<file path="config.mk">
export PLATFORM = sky130hd
export DESIGN_NAME = pc_sequencer
export DESIGN_NICKNAME = d
export VERILOG_FILES = /design/src/rtl/pc_sequencer_pkg.sv /design/src/rtl/pc_ras.sv /design/src/rtl/pc_sequencer.sv
export SDC_FILE = /design/constraint.sdc
export NUM_CORES = 1
export LEC_CHECK = 0
export ABC_AREA = 1
export CORE_MARGIN = 2
export CORE_UTILIZATION = 42
export DETAILED_ROUTE_END_ITERATION = 8
export HOLD_SLACK_MARGIN = 0.08
export PLACE_DENSITY = 0.85
export SLEW_MARGIN = 20
export SYNTH_ARGS = -nofsm -noshare
export SYNTH_HDL_FRONTEND = slang
export SYNTH_SLANG_ARGS = --single-unit
</file>
<file path="constraint.sdc">
create_clock -name clk -period 7.65 [get_ports clk]
set_input_delay 1.53 -clock clk [delete_from_list [all_inputs] [get_ports clk]]
set_output_delay 1.53 -clock clk [all_outputs]
set_load 0.01 [all_outputs]
</file>
<file path="src/rtl/pc_sequencer_pkg.sv">
// Shared definitions for the PC sequencer: next-PC source encoding and default
// parameter values.
package pc_sequencer_pkg;

  localparam int PC_W_DEF      = 8;
  localparam int RAS_DEPTH_DEF = 4;
  localparam int RESET_PC_DEF  = 0;

  typedef enum logic [2:0] {
    SRC_RESET,
    SRC_HOLD,
    SRC_RET,
    SRC_CALL,
    SRC_BRANCH,
    SRC_REL,
    SRC_INC
  } next_src_e;

endpackage

</file>
<file path="src/rtl/pc_ras.sv">
// Return-address stack: a circular LIFO in which a push while full silently
// overwrites the oldest entry. The top entry is read combinationally.
module pc_ras
  import pc_sequencer_pkg::*;
#(
  parameter int W     = PC_W_DEF,
  parameter int DEPTH = RAS_DEPTH_DEF,
  localparam int PTR_W = $clog2(DEPTH),
  localparam int CNT_W = $clog2(DEPTH + 1)
) (
  input  logic             clk,
  input  logic             rst_n,
  input  logic             push,
  input  logic             pop,
  input  logic             clear,
  input  logic [W-1:0]     din,
  output logic [W-1:0]     top,
  output logic [CNT_W-1:0] count,
  output logic             full,
  output logic             empty
);

  logic [W-1:0]     mem [DEPTH];
  logic [PTR_W-1:0] ptr_reg;
  logic [CNT_W-1:0] count_reg;

  // ptr_reg is the next free slot; when full it also points at the oldest
  // entry, so a push there discards exactly that one.
  always_ff @(posedge clk or negedge rst_n) begin
    if (!rst_n) begin
      ptr_reg   <= '0;
      count_reg <= '0;
    end else if (clear) begin
      ptr_reg   <= '0;
      count_reg <= '0;
    end else if (push) begin
      ptr_reg <= ptr_reg + 1'b1;
      if (!full) count_reg <= count_reg + 1'b1;
    end else if (pop) begin
      ptr_reg   <= ptr_reg - 1'b1;
      count_reg <= count_reg - 1'b1;
    end
  end

  always_ff @(posedge clk) begin
    if (push) mem[ptr_reg] <= din;
  end

  assign top   = mem[ptr_reg - 1'b1];
  assign count = count_reg;
  assign full  = (count_reg == CNT_W'(DEPTH));
  assign empty = (count_reg == '0);

endmodule

</file>
<file path="src/rtl/pc_sequencer.sv">
// Program-counter sequencer with prioritised hold/return/call/branch/relative
// selection. Define PC_SEQUENCER_RAS_EN to build in the return-address stack.
module pc_sequencer
  import pc_sequencer_pkg::*;
#(
  parameter int PC_W      = PC_W_DEF,
  parameter int RAS_DEPTH = RAS_DEPTH_DEF,
  parameter int RESET_PC  = RESET_PC_DEF
) (
  input  logic            clk,
  input  logic            rst_n,
  input  logic            power,
  input  logic            stop_en,
  input  logic            branch_en,
  input  logic            rel_en,
  input  logic [PC_W-1:0] rel_off,
  input  logic            call_en,
  input  logic            ret_en,
  input  logic [PC_W-1:0] branch_pc,
  output logic [PC_W-1:0] pc,
  output logic [PC_W-1:0] next_pc,
  output logic            ras_empty,
  output logic            ras_full,
  output logic            ras_ovf,
  output logic            ras_unf
);

`ifdef PC_SEQUENCER_RAS_EN
  localparam bit RAS_ON = 1'b1;
`else
  localparam bit RAS_ON = 1'b0;
`endif
  localparam logic [PC_W-1:0] RST_VAL = PC_W'(RESET_PC);

  next_src_e       src;
  logic [PC_W-1:0] pc_reg;
  logic [PC_W-1:0] pc_inc;
  logic [PC_W-1:0] ras_top;

  assign pc_inc = pc_reg + 1'b1;

  // Without the stack, ret is invisible and call degrades to a plain branch.
  always_comb begin
    src = SRC_INC;
    if (!power)                 src = SRC_RESET;
    else if (stop_en)           src = SRC_HOLD;
    else if (ret_en && RAS_ON)  src = ras_empty ? SRC_INC : SRC_RET;
    else if (call_en)           src = RAS_ON ? SRC_CALL : SRC_BRANCH;
    else if (branch_en)         src = SRC_BRANCH;
    else if (rel_en)            src = SRC_REL;
  end

  always_comb begin
    next_pc = pc_inc;
    case (src)
      SRC_RESET:            next_pc = RST_VAL;
      SRC_HOLD:             next_pc = pc_reg;
      SRC_RET:              next_pc = ras_top;
      SRC_CALL, SRC_BRANCH: next_pc = branch_pc;
      SRC_REL:              next_pc = pc_reg + rel_off;
      default:              next_pc = pc_inc;
    endcase
  end

  always_ff @(posedge clk or negedge rst_n) begin
    if (!rst_n) pc_reg <= RST_VAL;
    else        pc_reg <= next_pc;
  end

  assign pc = pc_reg;

`ifdef PC_SEQUENCER_RAS_EN
  localparam int CNT_W = $clog2(RAS_DEPTH + 1);

  logic             push;
  logic             pop;
  logic [CNT_W-1:0] ras_count;
  logic             ovf_reg;
  logic             unf_reg;

  assign push = (src == SRC_CALL);
  assign pop  = (src == SRC_RET);

  pc_ras #(
    .W     (PC_W),
    .DEPTH (RAS_DEPTH)
  ) u_ras (
    .clk   (clk),
    .rst_n (rst_n),
    .push  (push),
    .pop   (pop),
    .clear (!power),
    .din   (pc_inc),
    .top   (ras_top),
    .count (ras_count),
    .full  (ras_full),
    .empty (ras_empty)
  );

  // Sticky flags only see requests that actually won the priority selection.
  always_ff @(posedge clk or negedge rst_n) begin
    if (!rst_n) begin
      ovf_reg <= 1'b0;
      unf_reg <= 1'b0;
    end else begin
      ovf_reg <= ovf_reg | (push & ras_full);
      unf_reg <= unf_reg | (power & !stop_en & ret_en & (ras_count == '0));
    end
  end

  assign ras_ovf = ovf_reg;
  assign ras_unf = unf_reg;
`else
  assign ras_top   = '0;
  assign ras_empty = 1'b1;
  assign ras_full  = 1'b0;
  assign ras_ovf   = 1'b0;
  assign ras_unf   = 1'b0;
`endif

endmodule

</file>
# Word-level counts from Yosys, hierarchy flattened
# Cells that the tools add are included.
[word_totals] word_cells=17 in_bits=24 out_inout_bits=20 ff_bits=8
[classes] reduce_logical=3 muxes=6 n_eq_ne=5 n_addsub=2
[op_table] cell="$pmux W8 S4" n=1
[op_table] cell="$add A8 B1 Y8 const B" n=1
[op_table] cell="$add A8 B8 Y8" n=1
[op_table] cell="$eq A3 B2 Y1 const B" n=2
[op_table] cell="$eq A3 B3 Y1 const B" n=2
[op_table] cell="$mux W2" n=3
[op_table] cell="$mux W3" n=2
[op_table] cell="$reduce_or A2 Y1" n=2
[op_table] cell="$eq A3 B1 Y1 const B" n=1
[op_table] cell="$logic_not A3 Y1" n=1

# Logic depth before layout (Yosys ltp)
# Gate-level depths: netlist of run 1.
[depth] word_depth=8 ltp_mapped=15 depth_no_buf=15

# Least setup slack after synthesis of run 1
# OpenSTA, ideal clock, no wires.
[synth_timing] kind="in2out" startpoint="input branch_en" endpoint="output next_pc[4]" stages=12 t_arrival_ns=3.170 required_ns=6.120 path_buffers=0 path_slack_ns=2.950 path_cell_list="inv_1 nand2_1 nor2_2 nand2_1 or2_1 ha_1 fa_1 nand3_1 nand2_1 or2_0 nand3_1 nand3_1"
[synth_via] elab_chain_len=7 word_cells_on_any_way=13 cone_classes="eq/ne: 5; mux: 5; reduce/logical: 3"
[synth_lines] item="start: declaration" line_no="pc_sequencer.sv:14" source="input logic branch_en,"
[synth_lines] item="$mux W2 *" line_no="pc_sequencer.sv:49" source="else if (branch_en) src = SRC_BRANCH;"
[synth_lines] item="$mux W2 *" line_no="pc_sequencer.sv:48" source="else if (call_en) src = RAS_ON ? SRC_CALL : SRC_BRANCH;"
[synth_lines] item="$mux W3 *" line_no="pc_sequencer.sv:46" source="else if (stop_en) src = SRC_HOLD;"
[synth_lines] item="$mux W3 *" line_no="pc_sequencer.sv:45" source="if (!power) src = SRC_RESET;"
[synth_lines] item="$eq A3 B2 Y1, or another cell as far along" line_no="pc_sequencer.sv:55" source="case (src)"
[synth_lines] item="$reduce_or A2 Y1, on equally long branches"
[synth_lines] item="$pmux W8 S4 *" line_no="pc_sequencer.sv:55"
[synth_lines] item="end: declaration" line_no="pc_sequencer.sv:21" source="output logic [PC_W-1:0] next_pc,"
# Every way passes the cells marked *; elsewhere a longest branch is shown, timed or not.

# Worst setup path in the final report of run 1
# Same ends and word-level chain as after synthesis.

==> summary.txt, run 1 <==
Placement
  • Final weighted congestion in routability-driven placement: between 0.7 and 0.8
  • Detailed Place HPWL: 1.78 mm
  • Placed Area: approximately 1200 um^2
  • Port bufs: 38
  • Placed Cells: 189

Final layout
  • Max reg flops: 8
  • Final std cells w/o fill: approximately 190
  • Final instance area: between 1000 and 1500 um^2
  • Area delta synth->final: 49.8%
  • Net total in the final layout: roughly 200
  • Diodes inserted: 0
  • # fillers: between 150 and 200
  • Layout cell share with drive strength beyond 1: 0.0545

Min path
  • Hold Crit Class: reg2reg
  • Hold_sp: pc[6]
  • Worst hold stages: 2

Logic synthesis
  • Top cells by count, synth: nand2_1, inv_1, nand3_1, dfrtp_1
  • Synth async-reset ratio: 1.00
  • Syn Inst Count: 126
  • Post-synth EDFFs: 0
  • Synth area leader: dfrtp_1
  • Most common cell in the netlist: nand2_1
  • Post-synth top area share: 0.241
  • Cell variety after synth: 22
  • Synth top area cells: dfrtp_1, nand2_1, ha_1, inv_1, nand3_1
  • Seq/Total Area, Yosys: 0.241
  • Avg Inst Size Synth: ~6.6 um^2
  • Synth Warn #: 0
  • Flops & latches, synth: 8
  • Top_reg_cell synth: dfrtp_1
  • Mapped Area: around 830 um^2

Worst setup path
  • Critical path origin: branch_en
  • Flop-to-flop setup slack: around 5.9 ns
  • Cells along the critical path: clkdlybuf4s50_1 > inv_1 > nand2_1 > nor2_2 > nand2_1 > or2_1 > ha_1 > fa_1 > nand3_1 > nand2_1 > or2_0 > nand3_1 > nand3_1 > clkdlybuf4s50_1
  • Slowest Stage Delay on Critical Path: about 0.49 ns
  • Critical-path maximum fanout: 7
  • Worst r2r path cells: 7
  • FF-to-FF Start: pc[0]
  • Worst path arrival time: approximately 4.4 ns
  • Crit path capture type: output port
  • WP buf/inv: 3
  • Slowest cell on crit path: clkdlybuf4s50_1
  • Reg-to-reg endpoint: pc[4]
  • Worst Path Required: between 6 and 7 ns
  • CP delay by family, top: simple AND/OR/NAND/NOR gates
  • Critical Path Start Type: input port
  • Setup crit end: next_pc[4]
  • WS Path Type: in2out
  • Crit path depth: 14

Floorplanning
  • Core ar.: roughly 1900 um^2
  • Vert. Die Dim: 48.5 um
  • DIE AREA: 2350 um^2
  • Site row count: 16
  • Starting Density: 0.433
  • Die Width: 48.5 um
  • Io pins: 44

Timing
  • Tmin final: just under 6 ns
  • Fin. max-slew vios: 0
  • Final setup vio count: 0
  • Max frequency: approximately 170 MHz
  • Setup TNS: 0 ns
  • Skew final: about 0.0007 ns
  • Hold_ws: about 0.59 ns
  • RSZ-0062 raised after global routing: no
  • Final Hold Violating Endpoints: 0
  • Fin crit share: 0.769

Pwr
  • Cell Pwr Density: roughly 100 nW/um^2
  • Worst vdd ir: 98.3 uV
  • Switching power: between 0.00003 and 0.00004 W
  • Pleak: between 0.6 and 0.7 nW
  • Clock power share: 0.271
  • Sequential Power Share: 0.371
  • Comb pwr share: 0.358
  • Internal power: 0.0000888 W
  • Switching share of power: 0.310

Clock tree
  • Root Buffer: clkbuf_4
  • Post-CTS sizing: 0
  • CTS max path bufs: 2
  • Reg clk slew, reported paths: about 0.060 ns
  • CTS tree: yes
  • Clk_lat worst skew: approximately 0.26 ns
  • H-tree depth: 1
  • Postcts setup bufs: 0
  • CTS Hold Buffers Added: 0
  • Clock Sinks: 8
  • CTS Buf Count: 3

Global routing
  • Global-route wire length before repair: about 3.7 mm
  • Vias in the first global route: 916
  • Gr usage total: 0.203
  • Initial antenna violation count: 0
  • Pin count of the biggest net entering global routing: 9
  • Total gr overflow: 0

Route
  • Vias: 924
  • DRC viols: 0
  • Iteration-0 DRC Markers: 14
  • Routed Antenna Nets: 0
  • First-pass DRT Iterations: 4
  • Vias/cell: roughly 4.8
  • DR WL/cell: between 10 and 15 um
  • Final wirelength: 2.14 mm

Run
  • Maxcap violations: 0

Status
  • Status: finished clean
worst min path at each step:
stage                 end
floorplan           pc[4]
global placement    pc[0]
detailed placement  pc[0]
CTS                 pc[0]
global route        pc[3]
finish              pc[6]
layer usage:
metal | track usage | part of all wire | vias to the layer above
met3 | 0.0309 | 0.058 | 4
met1 | 0.230 | 0.41 | 417
met5 | 0 | 0 | -
met2 | 0.373 | 0.52 | 31
met4 | 0.0905 | 0.014 | 0
li1 | - | - | 472
area by class of cell:
type                            instances  area [um^2]  share of cell area
Multi-Input combinational cell         96          534               0.429
Timing Repair Buffer                   38          380               0.305
Sequential cell                         8          200               0.161
Inverter                               20         75.1              0.0602
Tap cell                               27         33.8              0.0271
Clock buffer                            3         22.5              0.0181
through the flow:
step                      setup slack [ns]  total power (W)  utilization
after floorplan                       2.95        0.0000683            -
after global placement                1.77        0.0000937        0.637
after detailed placement              1.75        0.0000945        0.637
after CTS                             1.75         0.000128        0.648
after global routing                  1.59         0.000135        0.648
final                                 1.77         0.000129        0.648
worst register-to-register path, stage by stage, from the launching register on:
cell	delay (ns)
dfrtp_1	0.40
ha_1	0.24
fa_1	0.43
nand3_1	0.11
nand2_1	0.06
or2_0	0.20
nand3_1	0.07
nand3_1	0.09
placed cells by master, fill, tap and decap left out, drive strengths merged:
| master | count |
|---|---|
| nand2 | 43 |
| nand3 | 11 |
| nand4 | 5 |
| inv | 20 |
| ha | 7 |
| nor2 | 11 |
| or2 | 2 |
| a22oi | 4 |
| clkbuf | 3 |
| xor2 | 1 |
| nand2b | 1 |
| o21ai | 1 |
| fa | 1 |
| xnor2 | 1 |
| dfrtp | 8 |
| conb | 4 |
| clkdlybuf4s50 | 38 |
| a21oi | 3 |
| nor3 | 1 |
cells by family (layout without fill, tap and decap cells):
family | count (synthesis) | count (layout) | synth area share
xor gates and xnor gates | 2 | 2 | 0.0211
AOI/OAI and AO/OA | 8 | 8 | 0.0601
other | 2 | 4 | 0.00903
buffers and inverters | 24 | 61 | 0.126
DFF | 8 | 8 | 0.241
adders and majority gates | 8 | 8 | 0.129
and+or+nand+nor | 74 | 74 | 0.414
power by group through the flow:
stage | Clock [W] | Sequential (W) | Combinational, W
after floorplan | 0 | 0.0000495 | 0.0000188
after global placement | 0 | 0.0000485 | 0.0000453
after detailed placement | 0 | 0.0000486 | 0.0000460
after CTS | 0.0000342 | 0.0000478 | 0.0000464
after global routing | 0.0000364 | 0.0000483 | 0.0000504
final | 0.0000349 | 0.0000478 | 0.0000460
Note: power is estimated with default switching activity, not from simulation.
==> run 2, diff against run 1 <==
Settings changed: CORE_UTILIZATION 42 to 39, PLACE_DENSITY 0.85 to 0.8.
Clock period 7.65 ns to 6 ns, I/O delays scaled along.
==> run 2 against run 1 <==
- clock skew rose by 0.0022 ns
- wire length rose by 5.0%
- die area rose by 7.0%
- cell area did not move
- clock-buffer cell count did not move
- critical path depth did not move
- via count rose by 0.76%
- total power rose by 26%
- largest cell class unchanged
==> summary.txt, run 2 (synthesis gave the netlist of run 1 again) <==
Status
  • Status: finished clean

Clock tree
  • H-tree depth: 1
  • CTS max path bufs: 2
  • Root Buffer: clkbuf_4
  • CTS tree: yes
  • Post-CTS sizing: 0
  • Clk_lat worst skew: between 0.2 and 0.3 ns
  • Clock Sinks: 8
  • CTS Buf Count: 3
  • Postcts setup bufs: 0
  • CTS Hold Buffers Added: 0
  • Reg clk slew, reported paths: roughly 0.050 ns

Pwr
  • Sequential Power Share: 0.378
  • Cell Pwr Density: 130 nW/um^2
  • Switching share of power: 0.303
  • Switching power: around 0.000049 W
  • Worst vdd ir: 107 uV
  • Clock power share: 0.256
  • Comb pwr share: 0.366
  • Overall Power: roughly 0.00016 W
  • Pleak: about 0.66 nW
  • Internal power: 0.000113 W

Final layout
  • # fillers: roughly 180
  • Net total in the final layout: between 150 and 200
  • Most common library cell in the layout ignoring fill and taps: nand2_1
  • Diodes inserted: 0
  • Layout cell share with drive strength beyond 1: 0.0545
  • Commonest non-fill, non-tap cells in the layout: nand2_1, clkdlybuf4s50_1, inv_1
  • Area delta synth->final: 49.8%
  • Max reg flops: 8

Timing
  • Final Hold Violating Endpoints: 0
  • Skew final: about 0.003 ns
  • Fin crit share: 0.884
  • Setup TNS: 0 ns
  • Tmin final: around 5.3 ns
  • Final setup vio count: 0
  • RSZ-0062 raised after global routing: no
  • Max frequency: approximately 190 MHz
  • Fin. max-slew vios: 0

Route
  • Final wirelength: between 2 and 2.5 mm
  • Vias/cell: around 4.8
  • DRC viols: 0
  • DR WL/cell: roughly 12 um
  • Vias: ~930
  • First-pass DRT Iterations: 4
  • Routed Antenna Nets: 0
  • Iteration-0 DRC Markers: 11

Worst setup path
  • Flop-to-flop setup slack: 4.26 ns
  • Worst path arrival time: between 4 and 5 ns
  • Worst r2r path cells: 7
  • Crit path depth: 14
  • Reg-to-reg endpoint: pc[4]
  • Cells along the critical path: clkdlybuf4s50_1 > inv_1 > nand2_1 > nor2_2 > nand2_1 > or2_1 > ha_1 > fa_1 > nand3_1 > nand2_1 > or2_0 > nand3_1 > nand3_1 > clkdlybuf4s50_1
  • Crit path capture type: output port
  • Critical-path maximum fanout: 7
  • Critical Path Start Type: input port
  • Slowest Stage Delay on Critical Path: about 0.5 ns
  • WP buf/inv: 3
  • WS Path Type: in2out
  • FF-to-FF Start: pc[0]
  • Worst Path Required: 4.80 ns
  • Slowest cell on crit path: clkdlybuf4s50_1
  • CP delay by family, top: simple AND/OR/NAND/NOR gates

Floorplanning
  • Vert. Die Dim: around 50 um
  • Core ar.: a little under 2000 um^2
  • Site row count: 16
  • Io pins: between 40 and 50
  • Die Width: around 50 um
  • DIE AREA: about 2500 um^2
  • Starting Density: 0.420

Global routing
  • Pin count of the biggest net entering global routing: 9
  • Gr usage total: 0.203
  • Initial antenna violation count: 0
  • Met3 Usage GRT: 0.0417
  • Global-route wire length before repair: ~3.9 mm
  • Total gr overflow: 0
  • Met1 global-route usage: 0.234
  • GR peak layer: met2
  • Met2 GRT Util: 0.355
  • Vias in the first global route: 913

Placement
  • Port bufs: 38
  • Detailed Place HPWL: between 1.5 and 2 mm
  • Final weighted congestion in routability-driven placement: 0.805

Run
  • Maxcap violations: 0

Min path
  • Hold Crit Class: reg2reg
  • Worst hold stages: 2
  • Hold Path End: pc[0]
  • Hold_sp: pc[0]
[run 2: cell counts in the layout (fill, tap and decap cells not counted)]
Identical to the previous run, type by type.
[run 2: through the flow]
stage | cells | setup slack [ns] | cell area (um^2) | util | hold slack, ns
after floorplan | 128 | 1.96 | 840 | - | 0.646
after global placement | 189 | 0.770 | 1220 | 0.617 | 0.544
after detailed placement | 189 | 0.705 | 1220 | 0.617 | 0.559
after CTS | 192 | 0.689 | 1250 | 0.629 | 0.577
after global routing | 192 | 0.473 | 1250 | 0.629 | 0.622
final | 192 | 0.695 | 1250 | 0.629 | 0.578
[run 2: power groups by stage]
stage / sequential (W) / combinational (W) / clock (W)
floorplan: 0.0000631 / 0.0000240 / 0
global placement: 0.0000619 / 0.0000579 / 0
detailed placement: 0.0000621 / 0.0000589 / 0
CTS: 0.0000612 / 0.0000595 / 0.0000439
global route: 0.0000618 / 0.0000653 / 0.0000458
finish: 0.0000612 / 0.0000594 / 0.0000415
[run 2: cell type report]
type                            count  area, um^2  area share
Sequential cell                     8         200       0.161
Inverter                           20        75.1      0.0602
Clock buffer                        3        22.5      0.0181
Timing Repair Buffer               38         380       0.305
Tap cell                           27        33.8      0.0271
Multi-Input combinational cell     96         534       0.429
[run 2: how the worst max path moves through the flow]
stage | startpoint | to | slack, ns
CTS | branch_en | next_pc[4] | 0.69
global placement | branch_en | next_pc[4] | 0.77
detailed placement | branch_en | next_pc[4] | 0.71
finish | branch_en | next_pc[4] | 0.69
global route | branch_en | next_pc[4] | 0.47
floorplan | branch_en | next_pc[4] | 1.96
[run 2: layer usage]
layer	vias up	part of all wire
li1	478	-
met1	415	0.42
met2	34	0.51
met3	4	0.064
met4	0	0.011
met5	-	0
[run 2: worst min-delay path, cell delays in order (launching register included)]
cell and delay, ns:
dfrtp_1 0.38, nand2_1 0.06, nand3_1 0.10
